**src/rtl/gselect_arbiter.sv**
```systemverilog
// Round-robin front end sharing one gselect predictor between two branch-trace
// requesters; returns registered predictions and keeps per-requester statistics.
module gselect_arbiter #(
    parameter int PC_W    = 8,
    parameter int CNT_W   = 16,
    parameter int WARM_BR = 4
) (
    input  logic             clk,
    input  logic             reset,
    input  logic             req0_valid,
    input  logic [PC_W-1:0]  req0_pc,
    input  logic             req0_outcome,
    output logic             req0_ready,
    input  logic             req1_valid,
    input  logic [PC_W-1:0]  req1_pc,
    input  logic             req1_outcome,
    output logic             req1_ready,
    input  logic             pause,
    input  logic             clear_stats,
    output logic             pred_enable,
    output logic [PC_W-1:0]  pred_pc,
    output logic             pred_outcome,
    input  logic             pred_prediction,
    output logic             rsp_valid,
    output logic             rsp_id,
    output logic [PC_W-1:0]  rsp_pc,
    output logic             rsp_prediction,
    output logic             rsp_mispredict,
    output logic [CNT_W-1:0] br_cnt0,
    output logic [CNT_W-1:0] br_cnt1,
    output logic [CNT_W-1:0] mp_cnt0,
    output logic [CNT_W-1:0] mp_cnt1,
    output logic             warm
);
    typedef enum logic [1:0] {ST_WARM, ST_RUN, ST_PAUSED} state_t;

    localparam int WC_W = (WARM_BR < 1) ? 1 : $clog2(WARM_BR + 1);
    localparam logic [WC_W-1:0] WARM_LIM = WC_W'(WARM_BR);

    state_t          state_q, state_d, prior_q, prior_d;
    logic [WC_W-1:0] wcnt_q, wcnt_d;
    logic            last_q, last_d;
    logic            grant, gsel, mispredict;

    logic            rsp_valid_q, rsp_id_q, rsp_pred_q, rsp_mp_q;
    logic [PC_W-1:0] rsp_pc_q;
    logic [CNT_W-1:0] br_q [2];
    logic [CNT_W-1:0] mp_q [2];

    // Ties go to the requester that was not granted most recently.
    always_comb begin
        grant = 1'b0;
        gsel  = 1'b0;
        if (!reset && state_q != ST_PAUSED && !pause) begin
            if (req0_valid && req1_valid) begin
                grant = 1'b1;
                gsel  = ~last_q;
            end else if (req0_valid) begin
                grant = 1'b1;
            end else if (req1_valid) begin
                grant = 1'b1;
                gsel  = 1'b1;
            end
        end
    end

    assign req0_ready   = grant & ~gsel;
    assign req1_ready   = grant & gsel;
    assign pred_enable  = grant;
    assign pred_pc      = grant ? (gsel ? req1_pc : req0_pc) : '0;
    assign pred_outcome = grant & (gsel ? req1_outcome : req0_outcome);
    assign mispredict   = pred_prediction != pred_outcome;

    always_comb begin
        state_d = state_q;
        prior_d = prior_q;
        wcnt_d  = wcnt_q;
        last_d  = grant ? gsel : last_q;
        case (state_q)
            ST_WARM: begin
                if (pause) begin
                    state_d = ST_PAUSED;
                    prior_d = ST_WARM;
                end else begin
                    if (grant) wcnt_d = wcnt_q + 1'b1;
                    if (wcnt_d >= WARM_LIM) state_d = ST_RUN;
                end
            end
            ST_RUN: begin
                if (pause) begin
                    state_d = ST_PAUSED;
                    prior_d = ST_RUN;
                end
            end
            ST_PAUSED: if (!pause) state_d = prior_q;
            default:   state_d = ST_WARM;
        endcase
    end

    always_ff @(posedge clk) begin
        if (reset) begin
            state_q     <= ST_WARM;
            prior_q     <= ST_WARM;
            wcnt_q      <= '0;
            last_q      <= 1'b1;
            rsp_valid_q <= 1'b0;
            rsp_id_q    <= 1'b0;
            rsp_pc_q    <= '0;
            rsp_pred_q  <= 1'b0;
            rsp_mp_q    <= 1'b0;
        end else begin
            state_q     <= state_d;
            prior_q     <= prior_d;
            wcnt_q      <= wcnt_d;
            last_q      <= last_d;
            rsp_valid_q <= grant;
            rsp_id_q    <= grant & gsel;
            rsp_pc_q    <= pred_pc;
            rsp_pred_q  <= grant & pred_prediction;
            rsp_mp_q    <= grant & mispredict;
        end
    end

    // Saturating statistics; clear_stats beats a same-cycle increment.
    generate
        for (genvar gi = 0; gi < 2; gi++) begin : g_stats
            logic inc_br, inc_mp;
            assign inc_br = grant && (gsel == 1'(gi));
            assign inc_mp = inc_br && mispredict && (state_q == ST_RUN);

            always_ff @(posedge clk) begin
                if (reset || clear_stats) begin
                    br_q[gi] <= '0;
                    mp_q[gi] <= '0;
                end else begin
                    if (inc_br && br_q[gi] != {CNT_W{1'b1}}) br_q[gi] <= br_q[gi] + 1'b1;
                    if (inc_mp && mp_q[gi] != {CNT_W{1'b1}}) mp_q[gi] <= mp_q[gi] + 1'b1;
                end
            end
        end
    endgenerate

    assign rsp_valid      = rsp_valid_q;
    assign rsp_id         = rsp_id_q;
    assign rsp_pc         = rsp_pc_q;
    assign rsp_prediction = rsp_pred_q;
    assign rsp_mispredict = rsp_mp_q;
    assign br_cnt0        = br_q[0];
    assign br_cnt1        = br_q[1];
    assign mp_cnt0        = mp_q[0];
    assign mp_cnt1        = mp_q[1];
    assign warm           = (state_q == ST_WARM);
endmodule

```
**config.mk**
```make
export PLATFORM = sky130hd
export DESIGN_NAME = gselect_arbiter
export DESIGN_NICKNAME = d
export VERILOG_FILES = /design/src/rtl/gselect_arbiter.sv
export SDC_FILE = /design/constraint.sdc
export NUM_CORES = 1
export LEC_CHECK = 0
export CORE_MARGIN = 2
export CORE_UTILIZATION = 40
export CTS_CLUSTER_DIAMETER = 100
export DETAILED_ROUTE_END_ITERATION = 6
export GPL_TIMING_DRIVEN = 0
export PLACE_DENSITY = 0.78
export REMOVE_ABC_BUFFERS = 1
export SYNTH_ARGS = -nofsm -noshare
export SYNTH_HDL_FRONTEND = slang
export SYNTH_SLANG_ARGS = --single-unit
export TNS_END_PERCENT = 5
```
**constraint.sdc**
```tcl
create_clock -name clk -period 3.5 [get_ports clk]
set_input_delay 0.7 -clock clk [delete_from_list [all_inputs] [get_ports clk]]
set_output_delay 0.7 -clock clk [all_outputs]
set_load 0.01 [all_outputs]
```
* Yosys cells after proc, flatten, opt, wreduce, memory -nomap -nowiden *
Memory sizes are Yosys's and may differ from the RTL's.
Index checks and enable logic that the tools add are counted.

storage, ports and cells
  flip-flop bits (word level) = 20
  RAM bits = 64
  input bits = 25
  output and inout port bits = 89
  logic and storage cells = 101
  memories kept = 2

cells by class
  $add $sub $neg = 5
  $lt $le $gt $ge = 1
  equality and inequality tests = 12
  multiplexer cells = 39
  bitwise logic cells = 12
  reductions and logical operators = 21

memories
  name  depth  bits a word  read ports  clocked after Yosys merged registers in  write ports  RTL line  RTL
  br_q  2      16           2           0                                        2            47        logic [CNT_W-1:0] br_q [2];
  mp_q  2      16           2           0                                        2            48        logic [CNT_W-1:0] mp_q [2];

operators by type and width
  kind                     number
  $add A16 B1 Y16 const B  4
  $mux W16                 4
  $ne A16 B16 Y1 const B   4
  $mux W1                  22
  $mux W8                  2
  $logic_and A1 B1 Y1      13
  $mux W2                  6
  $mux W3                  3
  $ne A2 B2 Y1 const B     4
  $pmux W2 S3              1
  $reduce_and A3 Y1        2
  $and A1 B1 Y1            5
  $or A1 B1 Y1             4
  $pmux W2 S2              1
  $add A3 B1 Y3 const B    1
  $ge A3 B3 Y1 const B     1
  $ne A3 B2 Y1 const B     1
  $not A1 Y1               3
  $eq A2 B1 Y1 const B     1
  $eq A2 B2 Y1 const B     1
  $logic_not A1 Y1         2
  $logic_not A2 Y1         1
  $reduce_and A2 Y1        1
  $reduce_bool A2 Y1       1
  other kinds (2)          2

* Longest topological paths before layout *
  word-level depth = 14
  depth in mapped cells = 8
  gate-level depth less buffers = 6

* Least setup slack after synthesis *
OpenSTA, ideal clock, no wires.

  path type = input-to-reg
  from = in reset
  to = mem mp_q[0][0], enable pin
  library setup time = 0.414 ns
  arrival = 2.878 ns
  required time = 3.086 ns
  slack = 0.208 ns
  cell stages on the path = 6
  path buffers = 1
  cells stage by stage = buf_6 > nor2_2 > nand2_2 > or3_1 > and2_2 > o31ai_1

RTL lines
  element      RTL line  RTL
  from (decl)  9         input logic reset,
  to (decl)    48

* Final worst setup path *
  from = in pause
  to = out pred_enable

on the way
  cells in the longest elaborated chain, start to end = 3

ends and longest elaborated chain
  element              RTL line  RTL
  from (decl)          18        input logic pause,
  $logic_not A1 Y1     n/a
  $logic_and A1 B1 Y1  54        if (!reset && state_q != ST_PAUSED && !pause) begin
  $mux W1              54
  to (decl)            20        output logic pred_enable,

No other way between the ends.

==> reports/metrics.cfg <==
[setup_path]
r2r_setup_slack_ps = 800
cp-start-kind = input pin
required_ps = 2800
cp_num_buf_inv = 3
path_class = input pin to output port
cpPeakStageDelay_ps = 570
critPathCapture = pred_enable
cp_common_cell = clkdlybuf4s50_1
crit_path_start = pause
cp.depth = 5
reg2reg_depth = 6
crit_arrival_ps = 2680
r2r-start = mp_q[0][0]
worstPathCellList = clkdlybuf4s50_1 > or2_2 > or3_4 > inv_1 > clkdlybuf4s50_1
critical_path.top_delay_family = buffers and inverters
worst_setup_path_end_kind = output port
crit_slowest_cell = clkdlybuf4s50_1
crit_fanout = 6
r2r_end = mp_q[0][3]

[yosys]
synth-seq-area-share_pct = 54.7
syn_area_mm2 = 0.00421
synthAdderAreaFrac_pct = 1.49
synth_seq_cells = 83
synth_top_area_share_pct = 45.7
synthSimpleGateAreaFrac_pct = 23.0
ys_types = 45
synth_top_family_by_area = simple AND/OR/NAND/NOR gates
synth_edf_count = 64
synth-xor-area-share_pct = 11.9
synthTopCellsByCount = nor2_1, edfxtp_1, xor2_1
synth_compound_area_share_pct = 6.33
syn_area_per_cell_um2 = 10.7
ys.flop_type = edfxtp_1
synth.most_common_cell = nor2_1
synth-warning-count = 0
yosys.area.top_type = edfxtp_1
synthArstFlopShare_pct = 0
syn_inst = 392
synthTopCellsByArea = edfxtp_1, dfxtp_1, xor2_1, nor2_1, xnor2_1
muxShareOfSynthArea_pct = 0.238

[place]
place_congestion = 0.751
dpl-instance-area_mm2 = 0.00548
place_inst = 633
hpwl_um = 6890
io_buffers = 113

[sta]
worst_pin_slew_ps = 742
finClkSkew_ps = 5.10
final.period_utilization_pct = 96.5
finalSetupViolCount = 0
rsz0062_at_grt = false
max_slew_margin_pct = 50.2
min_period_ps = 3380
fmax_mhz = 296
maxSlewViolCount = 0
hold_viol_final = 0

[cts]
cts.sinks = 83
ctsResizeCount = 2
cts_root_buf = clkbuf_8
cts_tree = done
numCtsBuffers = 9
ctsHoldBuffers = 0
cts_buffer_depth = 2
cts_setup_buffers = 0
clk_pin_slew_ps = 80
cts_max_level = 3
clk_latency_ps = 360

[drt]
drt_iter0_markers = 109
routedWlPerCell_um = 14.5
wirelength_um = 9430
postRouteAntennaNets = 0
dr.pass1.iters = 4
viasPerCell = 5.16
drc = 0
vias = 3350

[global_route]
grt_max_degree = 23
antenna_found_initial = 0
grt_pass1_vias = 3240
grt_usage_pct = 17.0
grt_pass1_wl_um = 15300
grt_overflow = 0

[final_layout]
multi_input_area_mm2 = 0.00181
post-route-util_pct = 55.1
antenna_cells = 0
stdcell_count = 649
syn_to_final_growth_pct = 34.7
design_area_mm2 = 0.00567
regArea_mm2 = 0.00230
drive_above_1_share_pct = 7.41
finalNetCount = 538
nFillCells = 922

[min_path]
holdCritPathClass = flip-flop to flip-flop

[die]
core_area_mm2 = 0.0103
die_w_um = 107
die_h_um = 107
initial_core_util_pct = 40.9
dieArea_mm2 = 0.0114
num_rows = 37
io_pins = 114

[pwr]
leakage_nw = 1.90
vdd_drop_max_mv = 0.199
power.density_mw_per_mm2 = 364

[flow_run]
max_cap_viol_count = 0

[outcome]
status = completed

## final cells by class
type	count	area share, %
clock buffer	11	2.32
clock inverter	5	0.949
inverter	11	0.751
multi-input combinational	287	31.9
sequential	83	40.6
tap	136	3.00
timing repair buffer	116	20.4
## worst min-delay path: stages (launching register included)
cell and delay [ps]:
dfxtp_1 320, o21ai_0 70, a21oi_1 60
## cell usage in the layout (no fill, tap or decap), drive strengths merged, types with 3 or more instances in the layout
cell,count
dfxtp,19
nand4,12
nand2b,5
and4,5
inv,10
nor3,19
buf,3
ha,5
xor2,32
clkdlybuf4s50,112
edfxtp,64
o21ai,6
clkinv,3
nand3,23
nor2,74
or3,5
xnor2,25
a21oi,5
nand2,24
a22o,16
clkbuf,11
and3,11
## registers in the layout, indices dropped and copies added (netlist names)
signal	cells
last_q	1
rsp_prediction	1
rsp_valid	1
br_q	32
rsp_mispredict	1
wcnt_q	3
state_q	2
rsp_id	1
prior_q	1
rsp_pc	8
mp_q	32
## worst min path at each step
stage	from	slack [ps]	to	cells past startpoint
floorplan	prior_q[0]	450	prior_q[0]	2
global placement	prior_q[0]	460	prior_q[0]	2
detailed placement	prior_q[0]	470	prior_q[0]	2
CTS	prior_q[0]	490	prior_q[0]	2
global route	prior_q[0]	540	prior_q[0]	2
finish	prior_q[0]	490	prior_q[0]	2
## metrics by stage
stage	worst slack [ps]	total power, W	setup TNS, ps	hold slack (ps)
finish	121	0.00206	0	488
CTS	122	0.00208	0	486
detailed placement	-214	0.00141	-1610	474
global route	15.9	0.00215	0	537
floorplan	281	0.00125	0	448
global placement	-891	0.00140	-32060	461
## layer usage
layer / wire [um] / up-vias / track usage, % / part of all wire [%]
li1: - / 1627 / - / -
met4: 152 / 0 / 6.22 / 1.6
met5: 0 / - / 0 / 0
met3: 619 / 17 / 5.15 / 6.6
met1: 4120 / 1605 / 20.1 / 44
met2: 4540 / 101 / 29.1 / 48
## cell families (layout without fill, tap and decap cells)
| logic type | Yosys count | in the layout |
|---|---|---|
| compound gates | 34 | 34 |
| xor+xnor | 57 | 57 |
| fa+ha+maj | 5 | 5 |
| buf+inv | 22 | 143 |
| flops | 83 | 83 |
| mux | 1 | 1 |
| simple gates | 190 | 190 |
## report_power, final
part           switching (W)  total [W]  internal (W)
clock network       0.000351   0.000678      0.000327
logic               0.000102   0.000237      0.000135
registers          0.0000457    0.00115       0.00110
Power figures use the tool's default switching activity.
